## src/rtl/t03_mem_request_arbiter_if.sv

```systemverilog
// t03_mem_request_arbiter_if: bus and pipeline signals between the core and the memory request arbiter.
interface t03_mem_request_arbiter_if #(
    parameter int ADDR_W = 32,
    parameter int DATA_W = 32
);
    logic                ack;
    logic [DATA_W-1:0]   bus_rdata;
    logic                mem_read;
    logic                mem_write;
    logic [ADDR_W-1:0]   pc;
    logic [ADDR_W-1:0]   alu_addr;
    logic [DATA_W-1:0]   store_data;
    logic [DATA_W/8-1:0] byte_en;
    logic                err_clr;
    logic                bus_read;
    logic                bus_write;
    logic [ADDR_W-1:0]   bus_addr;
    logic [DATA_W-1:0]   bus_wdata;
    logic [DATA_W/8-1:0] bus_sel;
    logic                freeze_pc;
    logic                freeze_instr;
    logic [DATA_W-1:0]   instr;
    logic [DATA_W-1:0]   load_data;
    logic                load_valid;
    logic                timeout_err;

    modport slave (
        input  ack, bus_rdata, mem_read, mem_write, pc, alu_addr, store_data, byte_en, err_clr,
        output bus_read, bus_write, bus_addr, bus_wdata, bus_sel, freeze_pc, freeze_instr,
               instr, load_data, load_valid, timeout_err
    );

    modport master (
        output ack, bus_rdata, mem_read, mem_write, pc, alu_addr, store_data, byte_en, err_clr,
        input  bus_read, bus_write, bus_addr, bus_wdata, bus_sel, freeze_pc, freeze_instr,
               instr, load_data, load_valid, timeout_err
    );
endinterface

```

## src/rtl/t03_mem_request_arbiter.sv

```systemverilog
// t03_mem_request_arbiter: shares one memory bus between instruction fetch and load/store, with ack timeout.
module t03_mem_request_arbiter #(
    parameter int ADDR_W  = 32,
    parameter int DATA_W  = 32,
    parameter int TIMEOUT = 255
) (
    input logic clk,
    input logic rst,
    t03_mem_request_arbiter_if.slave bus
);
    localparam int CW = TIMEOUT > 0 ? $clog2(TIMEOUT + 1) : 1;
    localparam logic [CW-1:0] LAST = CW'(TIMEOUT > 0 ? TIMEOUT - 1 : 0);

    typedef enum logic [1:0] {FETCH, DECIDE, DREAD, DWRITE} state_t;

    state_t            state_q, state_d;
    logic [CW-1:0]     cnt_q, cnt_d;
    logic [DATA_W-1:0] instr_q, instr_d;
    logic [DATA_W-1:0] load_q, load_d;
    logic              lv_q, lv_d;
    logic              err_q, err_d;
    logic              in_bus;
    logic              abort;

    always_comb begin
        in_bus  = state_q != DECIDE;
        // a late ack in the abort cycle still completes the access
        abort   = (TIMEOUT > 0) && in_bus && !bus.ack && cnt_q == LAST;
        state_d = state_q;
        instr_d = instr_q;
        load_d  = load_q;
        lv_d    = 1'b0;
        case (state_q)
            FETCH: begin
                if (bus.ack) begin
                    instr_d = bus.bus_rdata;
                    state_d = DECIDE;
                end
            end
            DECIDE: state_d = bus.mem_read ? DREAD : bus.mem_write ? DWRITE : FETCH;
            DREAD: begin
                if (bus.ack) begin
                    load_d  = bus.bus_rdata;
                    lv_d    = 1'b1;
                    state_d = FETCH;
                end else if (abort) begin
                    state_d = FETCH;
                end
            end
            DWRITE: state_d = (bus.ack || abort) ? FETCH : DWRITE;
        endcase
        cnt_d = (state_d != state_q || abort) ? '0 : (in_bus && !bus.ack) ? cnt_q + 1'b1 : cnt_q;
        err_d = abort | (err_q & ~bus.err_clr);
    end

    always_ff @(posedge clk) begin
        if (rst) begin
            state_q <= FETCH;
            cnt_q   <= '0;
            instr_q <= '0;
            load_q  <= '0;
            lv_q    <= 1'b0;
            err_q   <= 1'b0;
        end else begin
            state_q <= state_d;
            cnt_q   <= cnt_d;
            instr_q <= instr_d;
            load_q  <= load_d;
            lv_q    <= lv_d;
            err_q   <= err_d;
        end
    end

    assign bus.bus_read     = state_q == FETCH || state_q == DREAD;
    assign bus.bus_write    = state_q == DWRITE;
    assign bus.bus_addr     = (state_q == DREAD || state_q == DWRITE) ? bus.alu_addr : bus.pc;
    assign bus.bus_wdata    = state_q == DWRITE ? bus.store_data : '0;
    assign bus.bus_sel      = state_q == DECIDE ? '0 : state_q == DWRITE ? bus.byte_en : '1;
    assign bus.freeze_pc    = !(state_q == FETCH && bus.ack);
    assign bus.freeze_instr = state_q != DECIDE;
    assign bus.instr        = instr_q;
    assign bus.load_data    = load_q;
    assign bus.load_valid   = lv_q;
    assign bus.timeout_err  = err_q;
endmodule
```

## src/flat_wrapper.sv

```systemverilog
// flat-port wrapper written by rule: the top's interface ports become plain ports
module t03_mem_request_arbiter_flat 
#(
    parameter int ADDR_W  = 32,
    parameter int DATA_W  = 32,
    parameter int TIMEOUT = 255
)
  (clk, rst, bus_ack, bus_bus_rdata, bus_mem_read, bus_mem_write, bus_pc, bus_alu_addr, bus_store_data, bus_byte_en, bus_err_clr, bus_bus_read, bus_bus_write, bus_bus_addr, bus_bus_wdata, bus_bus_sel, bus_freeze_pc, bus_freeze_instr, bus_instr, bus_load_data, bus_load_valid, bus_timeout_err);
  t03_mem_request_arbiter_if #(.ADDR_W(ADDR_W), .DATA_W(DATA_W)) bus_i ();
  input logic clk;
  input logic rst;
  input wire logic [$bits(bus_i.ack)-1:0] bus_ack;
  input wire logic [$bits(bus_i.bus_rdata)-1:0] bus_bus_rdata;
  input wire logic [$bits(bus_i.mem_read)-1:0] bus_mem_read;
  input wire logic [$bits(bus_i.mem_write)-1:0] bus_mem_write;
  input wire logic [$bits(bus_i.pc)-1:0] bus_pc;
  input wire logic [$bits(bus_i.alu_addr)-1:0] bus_alu_addr;
  input wire logic [$bits(bus_i.store_data)-1:0] bus_store_data;
  input wire logic [$bits(bus_i.byte_en)-1:0] bus_byte_en;
  input wire logic [$bits(bus_i.err_clr)-1:0] bus_err_clr;
  output wire logic [$bits(bus_i.bus_read)-1:0] bus_bus_read;
  output wire logic [$bits(bus_i.bus_write)-1:0] bus_bus_write;
  output wire logic [$bits(bus_i.bus_addr)-1:0] bus_bus_addr;
  output wire logic [$bits(bus_i.bus_wdata)-1:0] bus_bus_wdata;
  output wire logic [$bits(bus_i.bus_sel)-1:0] bus_bus_sel;
  output wire logic [$bits(bus_i.freeze_pc)-1:0] bus_freeze_pc;
  output wire logic [$bits(bus_i.freeze_instr)-1:0] bus_freeze_instr;
  output wire logic [$bits(bus_i.instr)-1:0] bus_instr;
  output wire logic [$bits(bus_i.load_data)-1:0] bus_load_data;
  output wire logic [$bits(bus_i.load_valid)-1:0] bus_load_valid;
  output wire logic [$bits(bus_i.timeout_err)-1:0] bus_timeout_err;
  assign bus_i.ack = bus_ack;
  assign bus_i.bus_rdata = bus_bus_rdata;
  assign bus_i.mem_read = bus_mem_read;
  assign bus_i.mem_write = bus_mem_write;
  assign bus_i.pc = bus_pc;
  assign bus_i.alu_addr = bus_alu_addr;
  assign bus_i.store_data = bus_store_data;
  assign bus_i.byte_en = bus_byte_en;
  assign bus_i.err_clr = bus_err_clr;
  assign bus_bus_read = bus_i.bus_read;
  assign bus_bus_write = bus_i.bus_write;
  assign bus_bus_addr = bus_i.bus_addr;
  assign bus_bus_wdata = bus_i.bus_wdata;
  assign bus_bus_sel = bus_i.bus_sel;
  assign bus_freeze_pc = bus_i.freeze_pc;
  assign bus_freeze_instr = bus_i.freeze_instr;
  assign bus_instr = bus_i.instr;
  assign bus_load_data = bus_i.load_data;
  assign bus_load_valid = bus_i.load_valid;
  assign bus_timeout_err = bus_i.timeout_err;
  t03_mem_request_arbiter #(.ADDR_W(ADDR_W), .DATA_W(DATA_W), .TIMEOUT(TIMEOUT)) u_core (.clk(clk), .rst(rst), .bus(bus_i));
endmodule
```

## config.mk

```make
export PLATFORM = sky130hd
export DESIGN_NAME = t03_mem_request_arbiter_flat
export DESIGN_NICKNAME = d
export VERILOG_FILES = /design/src/rtl/t03_mem_request_arbiter_if.sv /design/src/rtl/t03_mem_request_arbiter.sv /design/src/flat_wrapper.sv
export SDC_FILE = /design/constraint.sdc
export NUM_CORES = 1
export LEC_CHECK = 0
export CAP_MARGIN = 10
export CORE_MARGIN = 2
export CORE_UTILIZATION = 30
export DETAILED_ROUTE_END_ITERATION = 8
export GPL_TIMING_DRIVEN = 0
export HOLD_SLACK_MARGIN = 0.05
export PLACE_DENSITY = 0.75
export SLEW_MARGIN = 20
export SYNTH_ARGS = -nofsm -noshare
export SYNTH_HDL_FRONTEND = slang
export SYNTH_SLANG_ARGS = --single-unit
```

## constraint.sdc

```tcl
create_clock -name clk -period 4.7 [get_ports clk]
set_clock_uncertainty 0.05 [all_clocks]
set_input_delay 0.94 -clock clk [delete_from_list [all_inputs] [get_ports clk]]
set_output_delay 0.94 -clock clk [all_outputs]
set_load 0.1 [all_outputs]
```

# Word-level counts from Yosys, hierarchy flattened
# Index checks and enable logic that the tools add are counted.
# Widths: inputs -> output; s select.
[classes]
add_sub_neg = 1
n_eq_ne = 6
mux = 12
bitwise_logic = 4
reduce_logical = 14
[op_table]
columns = ["op", "n"]
rows = [
  ["$mux 32", 2],
  ["$mux 2", 6],
  ["$add 8x1->8 const B", 1],
  ["$eq 8x8->1 const B", 1],
  ["$mux 4", 2],
  ["$pmux 2 s4", 1],
  ["$eq 2x2->1 const B", 2],
  ["$logic_or 1x1->1", 4],
  ["$reduce_and 2->1", 2],
  ["$reduce_or 2->1", 2],
  ["$logic_and 1x1->1", 3],
  ["$eq 2x1->1 const B", 1],
  ["$logic_not 1->1", 2],
  ["$logic_not 2->1", 1],
  ["$ne 2x1->1 const B", 1],
  ["$ne 2x2->1", 1],
  ["$not 1->1", 2],
  ["$and 1x1->1", 1],
  ["$mux 1", 1],
  ["$or 1x1->1", 1],
]
[word_totals]
regBits = 76
inputBits = 138
out_inout_bits = 138
wordCells = 43

# Depth between registers and ports, before layout
# Gate-level depths: netlist of run 1.
[logic_depth]
word_depth = 9
ltp_mapped = 7
mapped_depth_nobuf = 6

# Least setup slack after synthesis of run 1
# OpenSTA, ideal clock, no wires.
[synth_path]
kind = "register -> output"
startpoint = "register u_core.state_q[1]"
endpoint = "output port bus_bus_wdata[15]"
arrival_time_ps = 1781
required_time_ps = 3710
path_slack_ps = 1929
stages_incl_launch_ff = 5
cell_sequence = "dfxtp_1 -> buf_2 -> buf_2 -> clkbuf_1 -> and3_1"
[synth_between]
elab_chain_cells = 2
[synth_rtl]
columns = ["item", "line", "text"]
rows = [
  ["from (decl)", "t03_mem_request_arbiter.sv:16", "state_t state_q, state_d;"],
  ["from (signal assigned)", "t03_mem_request_arbiter.sv:65", "state_q <= state_d;"],
  ["$eq 2x2->1", "t03_mem_request_arbiter.sv:77", "assign bus.bus_wdata = state_q == DWRITE ? bus.store_data : '0;"],
  ["$mux 32", "t03_mem_request_arbiter.sv:77", ""],
  ["to (decl)", "flat_wrapper.sv:24", "output wire logic [$bits(bus_i.bus_wdata)-1:0] bus_bus_wdata;"],
]
# No other way between the ends.

# Final worst setup path of run 1
[layout_path]
startpoint = "input port bus_ack"
endpoint = "output port bus_freeze_pc"
[layout_between]
elab_chain_cells = 2
[layout_rtl]
columns = ["item", "line", "text"]
rows = [
  ["from (decl)", "flat_wrapper.sv:12", "input wire logic [$bits(bus_i.ack)-1:0] bus_ack;"],
  ["$logic_and 1x1->1", "t03_mem_request_arbiter.sv:79", "assign bus.freeze_pc = !(state_q == FETCH && bus.ack);"],
  ["$logic_not 1->1", "t03_mem_request_arbiter.sv:79", ""],
  ["to (decl)", "flat_wrapper.sv:26", "output wire logic [$bits(bus_i.freeze_pc)-1:0] bus_freeze_pc;"],
]
# No other way between the ends.

==> results of run 1 <==
[Yosys cell counts (all sizes together)]
| cell type | n | area share [%] |
|---|---|---|
| nand2 | 140 | 15 |
| dfxtp | 76 | 44 |
| a21oi | 66 | 9.6 |
| and3 | 32 | 5.8 |
| mux2 | 32 | 11 |
| clkbuf | 20 | 2.2 |
| buf | 16 | 2.9 |
| nor2 | 14 | 1.5 |
| xnor2 | 7 | 1.8 |
| inv | 6 | 0.66 |
| nor3 | 4 | 0.58 |
| nor2b | 3 | 0.77 |
| ha | 2 | 0.73 |
| nand3 | 2 | 0.29 |
| a211oi | 1 | 0.37 |
| a31oi | 1 | 0.18 |
| and2 | 1 | 0.18 |
| and2b | 1 | 0.22 |
| nand2b | 1 | 0.18 |
| nand4 | 1 | 0.18 |
| nand4b | 1 | 0.26 |
| nor4 | 1 | 0.18 |
| o21ai | 1 | 0.15 |
| o32a | 1 | 0.29 |
| or3b | 1 | 0.26 |
| or4 | 1 | 0.33 |
[routing by layer]
layer | wire, um | part of all wire, %
met3 | 1187 | 8.3
met4 | 322 | 2.2
met5 | 0 | 0
met2 | 7187 | 50
met1 | 5617 | 39
[stage by stage]
stage               util (%)  power, mW  setup WS, ps
floorplan                  -      1.209          1929
global placement       56.31      1.457         185.3
detailed placement     56.31      1.462         172.0
CTS                    58.89      2.138         171.7
global route           58.91      2.190         56.13
finish                 58.91      2.117         166.4
[worst min-delay path, delay by kind of cell (launching register included)]
| kind | cells | cell delay [ps] |
|---|---|---|
| DFF | 1 | 300 |
| AOI/OAI and AO/OA | 1 | 50 |
| and+or+nand+nor | 1 | 50 |
[registers in the layout, summed over array words and instances (netlist names)]
signal,flops
u_core.bus.timeout_err,1
u_core.cnt_q,8
u_core.bus.instr,32
u_core.state_q,2
u_core.bus.load_valid,1
u_core.bus.load_data,32
[cells in the final DEF, fill, tap and decap left out, types with 9 or more instances in the layout]
| cell | synthesis | layout |
|---|---|---|
| and3_1 | 32 | 32 |
| clkdlybuf4s50_1 | 0 | 274 |
| nor2_1 | 14 | 14 |
| nand2_1 | 140 | 140 |
| a21oi_1 | 66 | 66 |
| dfxtp_1 | 76 | 76 |
| clkbuf_16 | 0 | 9 |
| buf_2 | 11 | 11 |
| clkbuf_1 | 20 | 20 |
| mux2_2 | 32 | 32 |
[how the worst max path moves through the flow]
| stage | cells past startpoint | end |
|---|---|---|
| global route | 7 | bus_freeze_pc |
| CTS | 7 | bus_freeze_pc |
| detailed placement | 7 | bus_freeze_pc |
| floorplan | 4 | bus_bus_wdata[15] |
| finish | 7 | bus_freeze_pc |
| global placement | 7 | bus_freeze_pc |
[cell families after synthesis]
group	after synthesis
buffers and inverters	42
XOR/XNOR	7
multiplexers	32
adder cells (fa/ha/maj)	2
AND/OR/NAND/NOR	203
AO/OA/AOI/OAI	70
flip-flops	76
[cell type report]
class	instances	area [um2]
Inverter	6	22.52
Timing Repair Buffer	274	2743
Buffer	36	175.2
Multi-Input combinational cell	314	1707
Fill cell	1029	4632
Tap cell	143	178.9
Clock inverter	6	65.06
Sequential cell	76	1521
Antenna cell	1	2.502
Clock buffer	9	225.2
[power groups by stage]
stage	Sequential [mW]	Combinational (mW)	Clock, mW
final	0.685	0.763	0.669
after global routing	0.688	0.793	0.708
after CTS	0.685	0.766	0.687
after detailed placement	0.700	0.762	0
after global placement	0.698	0.759	0
after floorplan	0.868	0.340	0
==> impl_results.md, run 1 <==
* Status: finished clean
* Max_cap viols at 0
* Pleak at 2.506 nW
* CP Buf/Inv Count at 5
* Type of origin of the critical path: input port
* Fin crit period at around 4500 ps
* CP Data Arrival Time at 3540 ps
* CTS tree: built
* # H-tree levels at 3
* Worst-case reg-to-reg path depth at 5
* Yosys cell types at 30
* Met3 usage at 7.709%
* Cell Rows at 39
* Vias in the first global route at 4,297
* Placed cell areas at 6347 um2
* Root buf cell: clkbuf_16
* Sequential power share at between 30% and 40%
* Clock Power Share at 31.6%
* Mux contribution to synthesized area at 10.52%
* Count of buffers from port buffering at 274
* Worst Hold End: u_core.bus.load_data[31]$_SDFFE_PP0P_
* Mapped Area at 3426 um2
* First-pass GRT wire length at 22.49 mm
* Post-synthesis compound-gate area fraction at 10.63%
* CP most frequent cell: clkdlybuf4s50_1
* Total negative slack at 0 ps
* Buffers inserted by post-CTS timing repair at 0
* DP Cell Count at 849
* Sink Count at 76
* Internal power at 1.319 mW
* Adder-Cell Fraction of Synth Area at 0.7305%
* Syn_nets at between 500 and 600
* CTS buffer count at 9
* Peak supply drop at 0.2101 mV
* Setup Viol. Count Final at 0
* RSZ-0062 raised after global routing: false
* Pin count of the biggest net entering global routing at 14
* Routed length per instance at 16.55 um
* GR Util met1 at 26.12%
* Crit path cell chain: clkdlybuf4s50_1 -> and2b_1 -> nor2b_1 -> buf_2 -> inv_2 -> buf_4 -> clkdlybuf4s50_1
* Synth Area in XOR/XNOR at about 1.8%
* Hold_sp: u_core.bus.load_data[31]$_SDFFE_PP0P_
* Grt peak-use layer: met2
* Nets at roughly 860
* Post-Synth Simple-Gate Area at approximately a quarter
* Hold WS at ~400 ps
* Post-route DRC at 0
* Worst r2r src: u_core.state_q[0]$_SDFF_PP0_
* Clk_lat worst skew at 330 ps
* Worst setup path start: bus_ack
* Final hold violations at 0
* Sequential cell area fraction in the yosys report at 44.41%
* F_max at 220.6 MHz
* Antenna-violating nets left at 0
* Fin crit share at between 90 and 100%
* Combinational power share at about 36%
* Worst Max-Slew Pin Slew at 1071 ps
* Register bit count reported by yosys at 76
* I/O pins at 276
* Fraction of layout cells with a size suffix above 1 at about a tenth
* Clock-pin transition on the worst setup and hold timing paths at 60 ps
* CORE AREA at about 11,000 um2
* CP max stage cell: clkdlybuf4s50_1
* Maximum fanout along the worst path at 10
* Drt pass-1 iters at 4
* CP Class: in -> out
* Post-CTS sizing at 0
* Pins Over Slew Limit at 0
* Hold path cells at 2
* Power per cell area at 318.8 nW/um2
* Fin area at about 6600 um2
* Worst min-delay path class: reg -> reg
* Detail Placement HPWL at about 12 mm
* Largest family of logic cells by synthesized area: simple AND/OR/NAND/NOR gates
* Synth Instances at 432
* Via count at 4,046
* Initial core utilization at 30.39%
* Ys Warns at 0
* Clock Path Buffers at 2
* Met2 usage at 40.45%
* Reg2reg end: u_core.bus.load_data[29]$_SDFFE_PP0P_
* Delay-heaviest family, CP: buffers and inverters
* CTS Hold Bufs at 0
* WP data required at 3710 ps
* Rel. slew slack at 28.35%
* Total Routing Usage GR at 23.11%
* GP Congestion at 0.8494
* Initial antenna violation count at 1
* Finished Layout Cells at a little under 900
* Switching power share of the total at 37.70%
* Sw power at about 800 uW
* Horiz. Die Dim at ~110 um
* Drt total wl at 14.31 mm
* Die Span Y at approximately 110 um
* CP max stage delay at 1150 ps
* Initial drt markers at 201
* Die area at 12,290 um2
* Via density at 4.677
* Total gr overflow at 0
* R2R Setup Slk at 3020 ps
* Area grow syn2layout at 93.83%
* Endpoint class of the critical path: output port
* Syn_area_per_cell at roughly 7.9 um2
No activity file was read; power rests on OpenSTA's default activity.
==> inputs of run 2 (changes only) <==
Settings changed: ABC_AREA set to 1, DONT_BUFFER_PORTS set to 1, PLACE_DENSITY 0.75 to not set.
==> impl_results.md, run 2 <==
* Status: finished clean
* RSZ-0062 raised after global routing: false
* Vias in the first global route at 3,461
* Fin crit period at approximately 3600 ps
* Cell Rows at 39
* Initial drt markers at 210
* Commonest cells post-synth: nand2_1, dfxtp_1, a21oi_1
* Post-synth ARST share at 0%
* Hold_sp: u_core.cnt_q[5]$_SDFFE_PP0P_
* Setup Viol. Count Final at 0
* Fin crit share at between 70 and 80%
* Pwr Total at approximately 2 mW
* Endpoint class of the critical path: output port
* Total negative slack at 0 ps
* CORE AREA at 11,420 um2
* Final hold violations at 0
* DP Cell Count at around 700
* Sequential cell area fraction in the yosys report at 43.43%
* Nets at 700
* Clk_lat worst skew at 330 ps
* Clock Path Buffers at 2
* Buffers inserted by post-CTS timing repair at 0
* Most common cell after layout, fill and taps aside: nand2_1
* Initial antenna violation count at 0
* Fill count at approximately 1.2k
* CTS tree: built
* Worst-case reg-to-reg path depth at 7
* Number of synthesized flops with an enable pin at 0
* CTS buffer count at 9
* Pins Over Slew Limit at 0
* WP data required at 3710 ps
* Peak supply drop at about 0.26 mV
* Drt pass-1 iters at 4
* Max_cap viols at 0
* CTS Hold Bufs at 0
* Worst min-delay path class: reg -> reg
* CP Data Arrival Time at around 2600 ps
* Antenna-violating nets left at 0
* Main flop type after synthesis: dfxtp_1
* Fraction of layout cells with a size suffix above 1 at 12.39%
* Count of buffers from port buffering at 0
* Initial core utilization at 30.68%
* Routed length per instance at 17.55 um
* Syn_nets at 689
* Sink Count at 76
* Yosys cell types at 19
* Via count at around 3.4k
* Rel. slew slack at 20.19%
* CP Class: reg -> out
* Maximum fanout along the worst path at 10
* Hold path cells at 2
* Antenna diode count at 0
* Pleak at 1.730 nW
* Type of origin of the critical path: register
* Horiz. Die Dim at 112.1 um
* Reg2reg end: u_core.bus.load_data[5]$_SDFFE_PP0P_
* Die area at 12,560 um2
* Drt total wl at 12.42 mm
* Die Span Y at approximately 110 um
* Syn_area_per_cell at 6.381 um2
* Root buf cell: clkbuf_16
* First-pass GRT wire length at 18.32 mm
* Finished Layout Cells at 708
* Top post-synthesis cells by area: dfxtp_1, nand2_1, a21oi_1, nor2_1, inv_1
* Multi-input gate area at between 1500 and 2000 um2
* # H-tree levels at 3
* Via density at roughly 4.9
* Post-CTS sizing at 0
* Yosys top cell by area: dfxtp_1
* Clock-pin transition on the worst setup and hold timing paths at approximately 50 ps
* Pin count of the biggest net entering global routing at 13
* Register bit count reported by yosys at 76
* Area grow syn2layout at 16.07%
* Power per cell area at 480.8 nW/um2
* I/O pins at ~280
* Mapped Area at 3503 um2
* GP Congestion at 0.8536
* Most frequent cells in the layout: nand2_1, dfxtp_1, a21oi_1
* Total Routing Usage GR at about a fifth
* Detail Placement HPWL at 10.20 mm
* Worst Max-Slew Pin Slew at between 1000 and 1500 ps
* Hold WS at 510.5 ps
* R2R Setup Slk at between 2000 and 3000 ps
* Worst Hold End: u_core.cnt_q[5]$_SDFFE_PP0P_
* Post-route DRC at 0
* Total gr overflow at 0
* Top-area cell type share of the netlist area at 43.43%
* Worst r2r src: u_core.state_q[0]$_SDFF_PP0_
* Reg area at 1521 um2
* Synth Instances at 549
* Count leader, synth: nand2_1
* F_max at 281.5 MHz
* Ys Warns at 0
## run 2: cell count changes after synthesis, sizes merged, moves of 4 or more
cell	change
and3	-32
inv	+43
nand2	+114
nand3	+5
xnor2	-5
clkbuf	-6
mux2	-32
xor2	+4
nor2	+40
## run 2: routing by layer
metal	track usage, %	part of all wire, %
met1	20.83	38
met4	7.967	2.7
met3	7.829	11
met2	32.57	49
met5	0	0
## run 2: cell type report
class / count / share of cell area [%]
plain buffers: 31 / 3.508
clock buffers: 12 / 6.308
clock inverters: 4 / 1.169
inverters: 49 / 4.523
multi-input cells: 393 / 42.68
flip-flops and latches: 76 / 37.42
well taps: 143 / 4.400
## run 2: worst max-delay path by stage
stage,from,endpoint,slack (ps),depth (start not counted)
floorplan,bus_store_data[0],bus_bus_wdata[0],1490,2
global placement,u_core.state_q[1]$_SDFF_PP0_,bus_bus_wdata[22],1140,4
detailed placement,u_core.state_q[1]$_SDFF_PP0_,bus_bus_wdata[10],1470,4
CTS,u_core.state_q[1]$_SDFF_PP0_,bus_bus_wdata[10],1090,4
global route,u_core.state_q[1]$_SDFF_PP0_,bus_bus_wdata[10],980,4
finish,u_core.state_q[1]$_SDFF_PP0_,bus_bus_wdata[22],1150,4
## run 2: stage by stage
stage / setup WS, ps / util [%] / instance area [um2]
CTS: 1094 / 35.61 / 4066
floorplan: 1492 / - / 3503
global route: 978.6 / 35.61 / 4066
global placement: 1138 / 32.25 / 3682
finish: 1148 / 35.61 / 4066
detailed placement: 1465 / 32.95 / 3762
## run 2: report_power, final
group	switching [mW]	internal (mW)
clock network	0.255	0.438
logic	0.355	0.0454
registers	0.191	0.670
total	0.801	1.15
## run 2: kinds of logic after synthesis
logic type                 after synthesis  synth area share (%)
buffers and inverters                   80                 9.321
and+or+nand+nor                        316                 35.18
AOI/OAI and AO/OA                       69                 9.857
xor gates and xnor gates                 6                 1.500
DFF                                     76                 43.43
adders and majority gates                2                0.7142
## run 2: worst max-delay path, cell delays in order, from the launching register on
cell and delay, ps:
dfxtp_1 420, buf_2 260, nand2_1 220, clkbuf_1 340
nor2_2 980
==> inputs of run 3 (changes only) <==
Clock period 4.7 ns to 3.7 ns, I/O delays scaled along.
==> results of run 3 <==
Same layout as run 2 (identical final DEF). Status: finished clean.
Main changes from that run: setup slack after placement 1465 ps -> 665.2 ps; clock-pin slew on the worst setup and hold paths 50 ps -> 60 ps; setup slack after layout 1148 ps -> 348.1 ps; hold slack 510.5 ps -> 492.2 ps; register-to-register setup slack 2640 ps -> 1640 ps; end point of the worst hold path u_core.cnt_q[5]$_SDFFE_PP0P_ -> u_core.bus.load_data[25]$_SDFFE_PP0P_; total power 1.955 mW -> 2.483 mW; worst IR drop on VDD 0.2624 mV -> 0.3334 mV
